File: src/rtl/hash_lookup.sv
// hash_lookup: probes two hash tables for a key and returns hit/table/index over valid/ready
module hash_lookup #(
  parameter int TABLE_SIZE = 20,
  parameter int CNT_W      = 16
) (
  input  logic                          clk,
  input  logic                          rst,
  input  logic                          in_valid,
  output logic                          in_ready,
  input  logic [31:0]                   in_key,
  output logic [$clog2(TABLE_SIZE)-1:0] t1_addr,
  input  logic                          t1_filled,
  input  logic [31:0]                   t1_data,
  output logic [$clog2(TABLE_SIZE)-1:0] t2_addr,
  input  logic                          t2_filled,
  input  logic [31:0]                   t2_data,
  output logic                          out_valid,
  input  logic                          out_ready,
  output logic [31:0]                   out_key,
  output logic                          out_hit,
  output logic                          out_table,
  output logic [$clog2(TABLE_SIZE)-1:0] out_index,
  output logic [CNT_W-1:0]              lookup_cnt,
  output logic [CNT_W-1:0]              hit_cnt
);
  localparam int IW = $clog2(TABLE_SIZE);
  typedef enum logic [2:0] {IDLE, IDX, P1, P2, RESP} state_t;
  state_t           r_state;
  logic [31:0]      r_key;
  logic [IW-1:0]    r_a1, r_a2, r_idx;
  logic             r_hit, r_tab;
  logic [CNT_W-1:0] r_lcnt, r_hcnt;
  logic [31:0]      w_q;
  logic [IW-1:0]    w_i1, w_i2;
  logic             w_h1, w_h2;
  assign w_q  = r_key / 32'(TABLE_SIZE);
  assign w_i1 = IW'(r_key % 32'(TABLE_SIZE));
  assign w_i2 = IW'(w_q % 32'(TABLE_SIZE));
  assign w_h1 = t1_filled && (t1_data == r_key);
  assign w_h2 = t2_filled && (t2_data == r_key);
  assign in_ready   = r_state == IDLE;
  assign out_valid  = r_state == RESP;
  assign t1_addr    = r_a1;
  assign t2_addr    = r_a2;
  assign out_key    = r_key;
  assign out_hit    = r_hit;
  assign out_table  = r_tab;
  assign out_index  = r_idx;
  assign lookup_cnt = r_lcnt;
  assign hit_cnt    = r_hcnt;
  always_ff @(posedge clk) begin
    if (rst) begin
      r_state <= IDLE;
      r_key   <= '0;
      r_a1    <= '0;
      r_a2    <= '0;
      r_idx   <= '0;
      r_hit   <= 1'b0;
      r_tab   <= 1'b0;
      r_lcnt  <= '0;
      r_hcnt  <= '0;
    end else begin
      case (r_state)
        IDLE: if (in_valid) begin
          r_key   <= in_key;
          r_state <= IDX;
        end
        IDX: begin
          r_a1    <= w_i1;
          r_a2    <= w_i2;
          r_state <= P1;
        end
        P1: if (w_h1) begin
          r_hit   <= 1'b1;
          r_tab   <= 1'b0;
          r_idx   <= r_a1;
          r_state <= RESP;
        end else r_state <= P2;
        P2: begin
          r_hit   <= w_h2;
          r_tab   <= w_h2;
          r_idx   <= w_h2 ? r_a2 : '0;
          r_state <= RESP;
        end
        RESP: if (out_ready) begin
          // counters stick at all-ones rather than wrapping
          r_lcnt  <= r_lcnt + CNT_W'(r_lcnt != '1);
          r_hcnt  <= r_hcnt + CNT_W'(r_hit && (r_hcnt != '1));
          r_state <= IDLE;
        end
        default: r_state <= IDLE;
      endcase
    end
  end
endmodule

File: config.mk
export PLATFORM = sky130hd
export DESIGN_NAME = hash_lookup
export DESIGN_NICKNAME = d
export VERILOG_FILES = /design/src/rtl/hash_lookup.sv
export SDC_FILE = /design/constraint.sdc
export NUM_CORES = 1
export LEC_CHECK = 0
export CAP_MARGIN = 0
export CORE_UTILIZATION = 35
export CTS_CLUSTER_SIZE = 12
export DETAILED_ROUTE_END_ITERATION = 12
export PLACE_DENSITY = 0.63
export SLEW_MARGIN = 5
export SYNTH_ARGS = -nofsm -noshare
export SYNTH_HDL_FRONTEND = slang
export SYNTH_SLANG_ARGS = --single-unit
export TNS_END_PERCENT = 5
File: constraint.sdc
create_clock -name clk -period 20.1 [get_ports clk]
set_input_delay 2.01 -clock clk [delete_from_list [all_inputs] [get_ports clk]]
set_output_delay 2.01 -clock clk [all_outputs]
set_load 0.05 [all_outputs]
==> results.py <==
metrics = {
    "cts": {
        "post_cts_buffers": 0,
        "cts-hold-fix-buffers": 0,
        "worst_skew_pair.late_latency_ns": 0.39,
        "cts-root-buf": "sky130_fd_sc_hd__clkbuf_16",
        "clock_tree.buffer_depth": 2,
        "tritoncts_clock_tree": "done",
        "htreeDepth": 3,
        "tritoncts.num_buffers": 9,
        "cts_num_sinks": 84,
        "post_cts.resized_instances": 0,
        "cts.clk_slew.worst_paths_ns": 0.09,
    },
    "final_layout": {
        "post_layout_nonfiller_instances": 2391,
        "fillCellCount": 3640,
        "num-nets-final": 2032,
        "post_route_cells_drive_above_1_share_pct": 7.21,
        "area_growth_syn_to_layout_pct": 17.2,
    },
    "global_route": {
        "grt_start_max_net_pins": 64,
        "gr-total-overflow": 0,
        "grt_util_all_layers_pct": 25.3,
        "number_of_antenna_violations_at_the_first_check_in_global_routing": 4,
        "grt_pass1_wl_um": 78100,
        "grt_pass1_vias": 14017,
    },
    "logic_synthesis": {
        "netlist_area_um2": 12900,
        "synth_area_per_cell_um2": 6.87,
        "synth_enable_flop_cells": 0,
        "synth-seq-cells": 84,
        "count_of_unique_library_cells_instantiated_by_yosys": 123,
        "synthFlopType": "sky130_fd_sc_hd__dfxtp_1",
        "synth_async_sr_flop_share_pct": 0,
        "post_synth_net_total": 1980,
        "seq_area_frac_synth_pct": 13.1,
        "synthCells": 1872,
        "synth.yosys.warnings": 0,
    },
    "placement": {
        "port_buffers": 184,
        "dp_hpwl_um": 36100,
        "numPlacedInstances": 2374,
        "gp_routability_congestion": 0.978,
        "pre_cts_ws_ns": 4.76,
    },
    "setup_path": {
        "crit_required_ns": 20.41,
        "reg2reg_from": "out_key[30]",
        "rrSetupSlack_ns": 4.42,
        "worstSetupStartpointType": "register",
        "crit_top_cell": "sky130_fd_sc_hd__a21oi_1",
        "timing.setup.critical_path_class": "register to register",
        "critPathCaptureType": "register",
        "cpLargestDelayFamily": "compound AO/OA/AOI/OAI gates",
        "crit_start": "out_key[30]",
        "critical_path.max_stage_delay_ns": 0.88,
        "path_buf_inv": 0,
        "arrival_time_of_data_at_the_critical_path_endpoint_ns": 15.99,
        "crit_fanout": 25,
        "crit_path_top_delay_cell": "sky130_fd_sc_hd__dfxtp_1",
    },
    "routing": {
        "postRouteWirelength_um": 49000,
        "dr.pass1.iters": 5,
        "drt_iter0_markers": 1657,
        "route.antenna.remaining_nets": 0,
        "vias_per_cell": 6.44,
        "dr_total_vias": 15400,
        "post-route-drc-count": 0,
        "detail_route.wl_per_cell_um": 20.5,
    },
    "timing": {
        "fin_worst_skew_ns": 0.0216,
        "setup_viol": 0,
        "final_max_slew_viol_count": 0,
        "rsz0062_at_grt": "no",
        "timing.setup.tns_ns": 0,
        "fin_ws_ns": 4.42,
        "worst_rel_slew_slack_pct": 24.1,
        "timing.final.crit_share_pct": 78.0,
        "hold_violations": 0,
        "hold-worst-slack_ns": 0.487,
        "max_freq_mhz": 63.8,
        "tightestPinTransition_ns": 1.11,
        "finalCriticalPeriod_ns": 15.68,
    },
    "min_path": {
        "holdCritPathClass": "register to register",
        "worstHoldStart": "out_index[4]",
    },
    "floorplanning": {
        "design.portCount": 185,
        "dieHeight_um": 194,
        "start_util_pct": 35.9,
        "number_of_placement_rows": 69,
        "floorplan.die_area_um2": 37500,
        "die_width_um": 194,
        "core_region_area_um2": 35800,
    },
    "run_status": {
        "status": "finished clean",
    },
    "run": {
        "max_cap_viol": 0,
    },
}
## logic make-up (layout without fill, tap and decap cells)
group / count (synthesis) / after routing / share of synthesized area [%]
adders and majority gates: 11 / 11 / 0.983
DFF: 84 / 84 / 13.1
and+or+nand+nor: 765 / 765 / 29.8
other: 0 / 1 / 0
muxes: 45 / 45 / 3.80
xor gates and xnor gates: 114 / 114 / 7.88
buffers and inverters: 199 / 256 / 6.72
AOI/OAI and AO/OA: 654 / 654 / 37.8
## final timing paths
kind,endpoint,cells past startpoint
worst max-delay path,t2_addr[4],41
worst min-delay path,out_index[4],2
worst max register to register,t2_addr[4],41
worst min register to register,out_index[4],2
## worst reg2reg max path: cells and delay by family, from the launching register on
family,cells,cell delay [ns]
AND/OR/NAND/NOR,12,3.91
AO/OA/AOI/OAI,25,10.04
adder cells (fa/ha/maj),1,0.27
flip-flops,1,0.88
multiplexers,1,0.19
XOR/XNOR,2,0.33
## layout by cell type (no fill, tap or decap), types with 9 or more instances in the layout
cell type / n
sky130_fd_sc_hd__o21ai_1: 13
sky130_fd_sc_hd__o22ai_1: 15
sky130_fd_sc_hd__xor2_1: 54
sky130_fd_sc_hd__o31a_1: 11
sky130_fd_sc_hd__o211ai_1: 22
sky130_fd_sc_hd__and3_1: 26
sky130_fd_sc_hd__clkdlybuf4s50_1: 183
sky130_fd_sc_hd__dfxtp_1: 84
sky130_fd_sc_hd__o21ai_0: 83
sky130_fd_sc_hd__xnor2_1: 58
sky130_fd_sc_hd__buf_4: 23
sky130_fd_sc_hd__o31ai_1: 17
sky130_fd_sc_hd__a221oi_1: 18
sky130_fd_sc_hd__nand2_1: 230
sky130_fd_sc_hd__mux2_2: 9
sky130_fd_sc_hd__o211a_1: 9
sky130_fd_sc_hd__o32ai_1: 10
sky130_fd_sc_hd__a21oi_1: 138
sky130_fd_sc_hd__nand4_1: 44
sky130_fd_sc_hd__or2_2: 11
sky130_fd_sc_hd__a211oi_1: 33
sky130_fd_sc_hd__nor3_1: 68
sky130_fd_sc_hd__nor4_1: 27
sky130_fd_sc_hd__mux2i_1: 32
sky130_fd_sc_hd__inv_1: 32
sky130_fd_sc_hd__a31oi_1: 38
sky130_fd_sc_hd__nor2_1: 153
sky130_fd_sc_hd__o2111ai_1: 20
sky130_fd_sc_hd__or3_1: 29
sky130_fd_sc_hd__a21o_1: 17
sky130_fd_sc_hd__a311oi_1: 12
sky130_fd_sc_hd__o21a_1: 13
sky130_fd_sc_hd__nand3_1: 71
sky130_fd_sc_hd__nand2b_1: 14
sky130_fd_sc_hd__a211o_1: 20
sky130_fd_sc_hd__and2_1: 20
sky130_fd_sc_hd__clkbuf_16: 9
## per-stage QoR
step,cell area (µm²),utilization [%]
after global routing,15100,42.0
after CTS,15100,42.0
after detailed placement,14700,41.2
after global placement,14700,41.2
final,15100,42.1
after floorplan,12900,-
## sequential cells by signal, indices dropped and copies added, names as in the netlist
signal,count
out_hit,1
out_key,32
r_state,3
out_table,1
t1_addr,5
hit_cnt,16
t2_addr,5
out_index,5
lookup_cnt,16
## cell type report
class	count	area [µm²]	area share [%]
clock inverter	7	93.8	0.623
tap	461	577	3.83
multi-input combinational	1589	10400	68.7
inverter	33	124	0.822
antenna	1	2.50	0.0166
sequential	84	1680	11.2
clock buffer	9	225	1.49
timing repair buffer	207	2010	13.3
## layer usage
metal  up-vias  GRT usage (%)  wire length (µm)
met3        80           6.94              4690
met5         -              0                30
met4         4           8.33              1300
met2       777           39.8             22000
met1      7248           33.4             21000
li1       7291              -                 -
## synth_stat cells, types with 34 or more instances
master / number / area (µm²)
sky130_fd_sc_hd__a21oi_1: 138 / 691
sky130_fd_sc_hd__a31oi_1: 39 / 244
sky130_fd_sc_hd__buf_2: 34 / 170
sky130_fd_sc_hd__clkbuf_1: 102 / 383
sky130_fd_sc_hd__dfxtp_1: 84 / 1680
sky130_fd_sc_hd__nand2_1: 230 / 863
sky130_fd_sc_hd__nand3_1: 71 / 355
sky130_fd_sc_hd__nand4_1: 44 / 275
sky130_fd_sc_hd__nor2_1: 153 / 574
sky130_fd_sc_hd__nor3_1: 68 / 340
sky130_fd_sc_hd__o21ai_0: 83 / 415
sky130_fd_sc_hd__xnor2_1: 58 / 508
sky130_fd_sc_hd__xor2_1: 54 / 473
Power is left out: the tool's default activity adds up to more than one toggle a clock period on the data nets, which glitch-free logic cannot reach.
